[config.mk]
export PLATFORM = sky130hd
export DESIGN_NAME = updown_sweep_ctrl
export DESIGN_NICKNAME = d
export VERILOG_FILES = /design/src/rtl/updown_sweep_ctrl_pkg.sv /design/src/rtl/updown_sweep_ctrl.sv
export SDC_FILE = /design/constraint.sdc
export NUM_CORES = 1
export LEC_CHECK = 0
export CAP_MARGIN = 20
export CORE_MARGIN = 2
export CORE_UTILIZATION = 50
export DETAILED_ROUTE_END_ITERATION = 10
export GPL_TIMING_DRIVEN = 1
export HOLD_SLACK_MARGIN = 0.15
export PLACE_DENSITY = 0.8
export SLEW_MARGIN = 20
export SYNTH_ARGS = -nofsm -noshare
export SYNTH_HDL_FRONTEND = slang
export SYNTH_SLANG_ARGS = --single-unit
[constraint.sdc]
create_clock -name clk -period 5.93 [get_ports clk]
set_clock_uncertainty 0.05 [all_clocks]
set_input_delay 1.779 -clock clk [delete_from_list [all_inputs] [get_ports clk]]
set_output_delay 1.779 -clock clk [all_outputs]
set_load 0.1 [all_outputs]
[src/rtl/updown_sweep_ctrl_pkg.sv]
// Shared definitions for the up/down sweep controller.
//   DEFAULT_WIDTH : default counter / bound width
//   state_e       : controller state encoding
package updown_sweep_ctrl_pkg;

   localparam int unsigned DEFAULT_WIDTH = 8;

   typedef enum logic [2:0] {
      ST_INIT   = 3'd0,
      ST_IDLE   = 3'd1,
      ST_LOAD   = 3'd2,
      ST_UP     = 3'd3,
      ST_DOWN   = 3'd4,
      ST_FINISH = 3'd5
   } state_e;

endpackage : updown_sweep_ctrl_pkg

[src/rtl/updown_sweep_ctrl.sv]
// Triangle-sweep sequencer for an external loadable up/down counter.
// Produces lo->hi->lo sweeps (single or continuous) with start/stop control,
// a one-cycle done pulse and a sticky bad-bounds error flag.
//
// Ports:
//   clk          rising-edge clock
//   clear        asynchronous active-low reset
//   start        begin a sweep (accepted in IDLE only)
//   stop         abort a running sweep (UP/DOWN only)
//   mode         0 = single sweep, 1 = continuous (sampled at start)
//   lo, hi       sweep bounds (sampled at start, lo < hi required)
//   cnt_q        counter value feedback
//   cnt_d        counter load value
//   cnt_load     counter load enable
//   cnt_up_down  counter direction, 1 = up
//   cnt_clear_n  counter synchronous clear, active-low
//   busy         high in LOAD, UP, DOWN
//   dir          high in UP
//   done         one-cycle pulse in FINISH
//   err          sticky flag, set by a start with lo >= hi
module updown_sweep_ctrl
   import updown_sweep_ctrl_pkg::*;
#(
   parameter int unsigned WIDTH = DEFAULT_WIDTH
) (
   input  logic             clk,
   input  logic             clear,
   input  logic             start,
   input  logic             stop,
   input  logic             mode,
   input  logic [WIDTH-1:0] lo,
   input  logic [WIDTH-1:0] hi,
   input  logic [WIDTH-1:0] cnt_q,
   output logic [WIDTH-1:0] cnt_d,
   output logic             cnt_load,
   output logic             cnt_up_down,
   output logic             cnt_clear_n,
   output logic             busy,
   output logic             dir,
   output logic             done,
   output logic             err
);

   state_e           state_q;
   state_e           state_d;
   logic [WIDTH-1:0] lo_r;
   logic [WIDTH-1:0] hi_r;
   logic             mode_r;
   logic [WIDTH-1:0] lo_d;
   logic [WIDTH-1:0] hi_d;
   logic             mode_d;
   logic             err_d;

   // Next-cycle output values, registered below so every output is a flop.
   logic [WIDTH-1:0] cnt_d_d;
   logic             cnt_load_d;
   logic             cnt_up_down_d;
   logic             cnt_clear_n_d;
   logic             busy_d;
   logic             dir_d;
   logic             done_d;

   // Counter value after the coming edge, derived from what is driven now.
   // Lets the hold states present a registered cnt_d equal to the frozen q.
   logic [WIDTH-1:0] q_next;

   always_comb begin
      q_next = cnt_q;
      if (!cnt_clear_n) begin
         q_next = '0;
      end else if (cnt_load) begin
         q_next = cnt_d;
      end else if (cnt_up_down) begin
         q_next = cnt_q + WIDTH'(1);
      end else begin
         q_next = cnt_q - WIDTH'(1);
      end
   end

   // Next-state logic and bound capture.
   always_comb begin
      state_d = state_q;
      lo_d    = lo_r;
      hi_d    = hi_r;
      mode_d  = mode_r;
      err_d   = err;
      unique case (state_q)
         ST_INIT: begin
            state_d = ST_IDLE;
         end
         ST_IDLE: begin
            if (start) begin
               if (lo < hi) begin
                  lo_d    = lo;
                  hi_d    = hi;
                  mode_d  = mode;
                  err_d   = 1'b0;
                  state_d = ST_LOAD;
               end else begin
                  err_d = 1'b1;
               end
            end
         end
         ST_LOAD: begin
            state_d = ST_UP;
         end
         ST_UP: begin
            // stop outranks the turn-around at the upper bound
            if (stop) begin
               state_d = ST_FINISH;
            end else if (cnt_q == hi_r - WIDTH'(1)) begin
               state_d = ST_DOWN;
            end
         end
         ST_DOWN: begin
            if (stop) begin
               state_d = ST_FINISH;
            end else if (cnt_q == lo_r + WIDTH'(1)) begin
               state_d = mode_r ? ST_UP : ST_FINISH;
            end
         end
         ST_FINISH: begin
            state_d = ST_IDLE;
         end
         default: begin
            state_d = ST_INIT;
         end
      endcase
   end

   // Moore decode of the upcoming state.
   always_comb begin
      cnt_d_d       = q_next;
      cnt_load_d    = 1'b0;
      cnt_up_down_d = 1'b0;
      cnt_clear_n_d = 1'b1;
      busy_d        = 1'b0;
      dir_d         = 1'b0;
      done_d        = 1'b0;
      unique case (state_d)
         ST_INIT: begin
            cnt_clear_n_d = 1'b0;
            cnt_d_d       = '0;
         end
         ST_IDLE: begin
            cnt_load_d = 1'b1;
         end
         ST_LOAD: begin
            cnt_load_d = 1'b1;
            cnt_d_d    = lo_d;
            busy_d     = 1'b1;
         end
         ST_UP: begin
            cnt_up_down_d = 1'b1;
            busy_d        = 1'b1;
            dir_d         = 1'b1;
         end
         ST_DOWN: begin
            busy_d = 1'b1;
         end
         ST_FINISH: begin
            cnt_load_d = 1'b1;
            done_d     = 1'b1;
         end
         default: begin
            cnt_clear_n_d = 1'b0;
            cnt_d_d       = '0;
         end
      endcase
   end

   // State, bound and output registers.
   always_ff @(posedge clk or negedge clear) begin
      if (!clear) begin
         state_q     <= ST_INIT;
         lo_r        <= '0;
         hi_r        <= '0;
         mode_r      <= 1'b0;
         err         <= 1'b0;
         cnt_d       <= '0;
         cnt_load    <= 1'b0;
         cnt_up_down <= 1'b0;
         cnt_clear_n <= 1'b0;
         busy        <= 1'b0;
         dir         <= 1'b0;
         done        <= 1'b0;
      end else begin
         state_q     <= state_d;
         lo_r        <= lo_d;
         hi_r        <= hi_d;
         mode_r      <= mode_d;
         err         <= err_d;
         cnt_d       <= cnt_d_d;
         cnt_load    <= cnt_load_d;
         cnt_up_down <= cnt_up_down_d;
         cnt_clear_n <= cnt_clear_n_d;
         busy        <= busy_d;
         dir         <= dir_d;
         done        <= done_d;
      end
   end

endmodule : updown_sweep_ctrl

==> flow_summary.json <==
{
  "area_delta_synth_final_pct": 23.3,
  "postCtsHoldBufs": 0,
  "grt_util_met1_pct": 33.0,
  "synth_largest_area_cell": "dfrtp_1",
  "ys_ff_latch": 34,
  "switchingPower_uw": 905,
  "synth_area_mm2": 0.00242,
  "num-fill-cells": 388,
  "syn_nets": 297,
  "status": "complete, no violations",
  "met2_usage_pct": 38.4,
  "clk_latency_ns": 0.28,
  "place_ws_ns": 1.11,
  "arrival_ns": 4.70,
  "routed_wl_mm": 5.90,
  "min_period_ns": 4.58,
  "coreArea_mm2": 0.00469,
  "pin_count": 44,
  "hold_viol": 0,
  "grt_overflow": 0,
  "path_cells": "clkdlybuf4s50_1 -> inv_1 -> ha_1 -> a21oi_1 -> and3_1 -> o21ai_0 -> a2111o_1 -> nor2b_2 -> mux2_2",
  "pwr-share-seq_pct": 26.7,
  "grtUsageMet3_pct": 4.53,
  "crit_cells": 9,
  "die_x_um": 73.6,
  "max_cap_viol_count": 0,
  "synth_top_family_by_area": "compound AO/OA/AOI/OAI gates",
  "grt_pass1_wl_mm": 9.74,
  "multi_input_area_mm2": 0.00141,
  "synthXorXnorAreaFrac_pct": 9.04,
  "switching_share_pct": 50.8,
  "drt_iter0_markers": 111,
  "regArea_um2": 851,
  "power.internal_uw": 875,
  "timing.final.crit_share_pct": 77.3,
  "cts_sinks": 34,
  "vdd.ir_drop.worst_mv": 0.528,
  "cts_root_buf": "clkbuf_8",
  "post_cts_buffers": 0,
  "tns_ns": 0,
  "viasPerCell": 5.80,
  "start_kind": "primary input",
  "critPathRequiredTime_ns": 6.05,
  "place.gp.congestion": 0.809,
  "vias": 2019,
  "start_util_pct": 51.6,
  "hold_class": "register to register",
  "setup_viol": 0,
  "synth_top_area_share_pct": 35.1,
  "ys_types": 58,
  "fin_util_pct": 63.7,
  "dp_hpwl_mm": 4.48,
  "synth-compound-area-share_pct": 22.1,
  "slew_viol_final": 0,
  "mostFrequentLayoutCell": "clkdlybuf4s50_1",
  "worst_pin_slew_ns": 0.982,
  "drc": 0,
  "synth_fa_ha_area_share_pct": 8.57,
  "drtAntennaViolNets": 0,
  "synthMuxAreaShare_pct": 2.32,
  "reg2regPathDepth": 9,
  "clkPwrFrac_pct": 11.7,
  "ys_async_sr_fraction_pct": 100,
  "crit_type": "primary input to register",
  "synth_enable_flop_cells": 0,
  "htreeDepth": 2,
  "antenna_found_initial": 0,
  "holdPathStages": 2,
  "clk_pin_slew_ns": 0.07,
  "numCtsBuffers": 5,
  "wl_per_cell_um": 16.9,
  "diodes": 0,
  "clock.fmax_ghz": 0.218,
  "yosysWarnings": 0,
  "cp-end-kind": "register",
  "syn-mean-instance-area_um2": 9.61,
  "die_y_um": 73.6,
  "rows": 25,
  "postSynthCellCount": 252,
  "track_usage_pct": 23.8,
  "synthFlopType": "dfrtp_1",
  "rsz0062_at_grt": "false",
  "synth_top_cells_by_area": "dfrtp_1 35%, ha_1 7.7%, xnor2_1 7.2%",
  "nets": 338,
  "first_global_vias": 2021,
  "die_area_mm2": 0.00542,
  "grt_max_degree": 35,
  "synth_simple_gate_area_share_pct": 16.2,
  "portBuffers": 43,
  "post_route_cells_drive_above_1_share_pct": 10.2,
  "crit_slowest_cell": "nor2b_2",
  "grt_busiest_layer": "met2",
  "relSlewSlack_pct": 34.3,
  "critical_path_buf_inv_count": 2,
  "cts_tree": "yes",
  "setup_slack_ns": 1.35,
  "crit_family": "simple AND/OR/NAND/NOR gates",
  "power_per_cell_area_mw_per_mm2": 596,
  "max_stage_delay_ns": 0.76,
  "final_cell_mix": "43 x clkdlybuf4s50_1, 34 x dfrtp_1, 28 x inv_1",
  "crit_fanout": 28,
  "p_comb_share_pct": 61.7,
  "clock_path_buffers": 2,
  "yosysSeqAreaShare_pct": 35.1,
  "p_leak_nw": 1.24,
  "drt_first_pass_iters": 4,
  "ctsResizeCount": 0
}
-- sequential cells by signal (all words and copies together), names as in the netlist --
register and count:
cnt_clear_n 1, state_q 3, cnt_d 8, hi_r 8, done 1, mode_r 1, busy 1, dir 1
lo_r 8, err 1, cnt_load 1
-- Yosys cell counts (2+ instances only) --
master	n
nor3b_1	2
a21boi_0	2
xor2_1	5
ha_1	15
buf_4	2
nor3_1	3
nor2b_1	3
and4_1	2
a2bb2oi_1	8
a31oi_1	3
nand3b_1	2
nor2_1	12
a21oi_1	5
inv_1	28
nand3_1	4
buf_1	2
xnor2_1	20
clkbuf_1	6
nand2b_1	3
o211ai_4	2
a221oi_1	2
and4b_1	2
nand4_1	5
mux2_2	5
o221ai_1	8
o21ai_0	17
and3_1	2
a32oi_1	2
nand2_1	17
a2111oi_4	2
dfrtp_1	34
-- routing by layer --
layer / vias up / share of wire [%]
li1: 993 / -
met1: 979 / 46
met2: 41 / 49
met3: 6 / 3.8
met4: 0 / 0.76
met5: - / 0
-- power groups by stage --
| stage | sequential (mW) | combinational, mW | clock (mW) |
|---|---|---|---|
| floorplan | 0.742 | 0.592 | 0 |
| global placement | 0.473 | 1.07 | 0 |
| global route | 0.493 | 1.18 | 0.217 |
| finish | 0.475 | 1.10 | 0.208 |
| CTS | 0.473 | 1.10 | 0.210 |
| detailed placement | 0.475 | 1.09 | 0 |
-- final cells by class --
cell class                      count  area share, %
Inverter                           28           3.52
Sequential cell                    34           28.5
Multi-Input combinational cell    179           47.3
Timing Repair Buffer               45           14.9
Tap cell                           54           2.26
Clock buffer                        7           2.55
Clock inverter                      1           1.01
-- cells by family after synthesis --
group | count (synthesis)
and+or+nand+nor | 69
AOI/OAI and AO/OA | 64
buffers and inverters | 39
DFF | 34
xor gates and xnor gates | 25
adders and majority gates | 16
muxes | 5
-- path summary, 6_finish.rpt --
check                      endpoint    start  slack [ns]
min reg2reg                     err      err        0.46
max                         hi_r[5]    hi[6]        1.35
min in group asynchronous      done    clear        1.85
max in group asynchronous   lo_r[2]    clear        3.68
max reg2reg                    busy  lo_r[0]        2.84
min                             err      err        0.46
-- tightest hold or removal path, delay by kind of cell, from the launching register on --
family / cells / cell delay, ns
AOI/OAI and AO/OA: 1 / 0.05
and+or+nand+nor: 1 / 0.07
DFF: 1 / 0.35
-- metrics by stage --
step                      power (mW)  hold WS, ns  std cells  instance area [µm²]
after floorplan                 1.33        0.445        252                 2420
after global placement          1.54        0.447        340                 2880
after detailed placement        1.57        0.441        340                 2880
after CTS                       1.78        0.461        348                 2990
after global routing            1.89        0.493        348                 2990
final                           1.78        0.456        348                 2990
(Power assumes the default switching activity.)
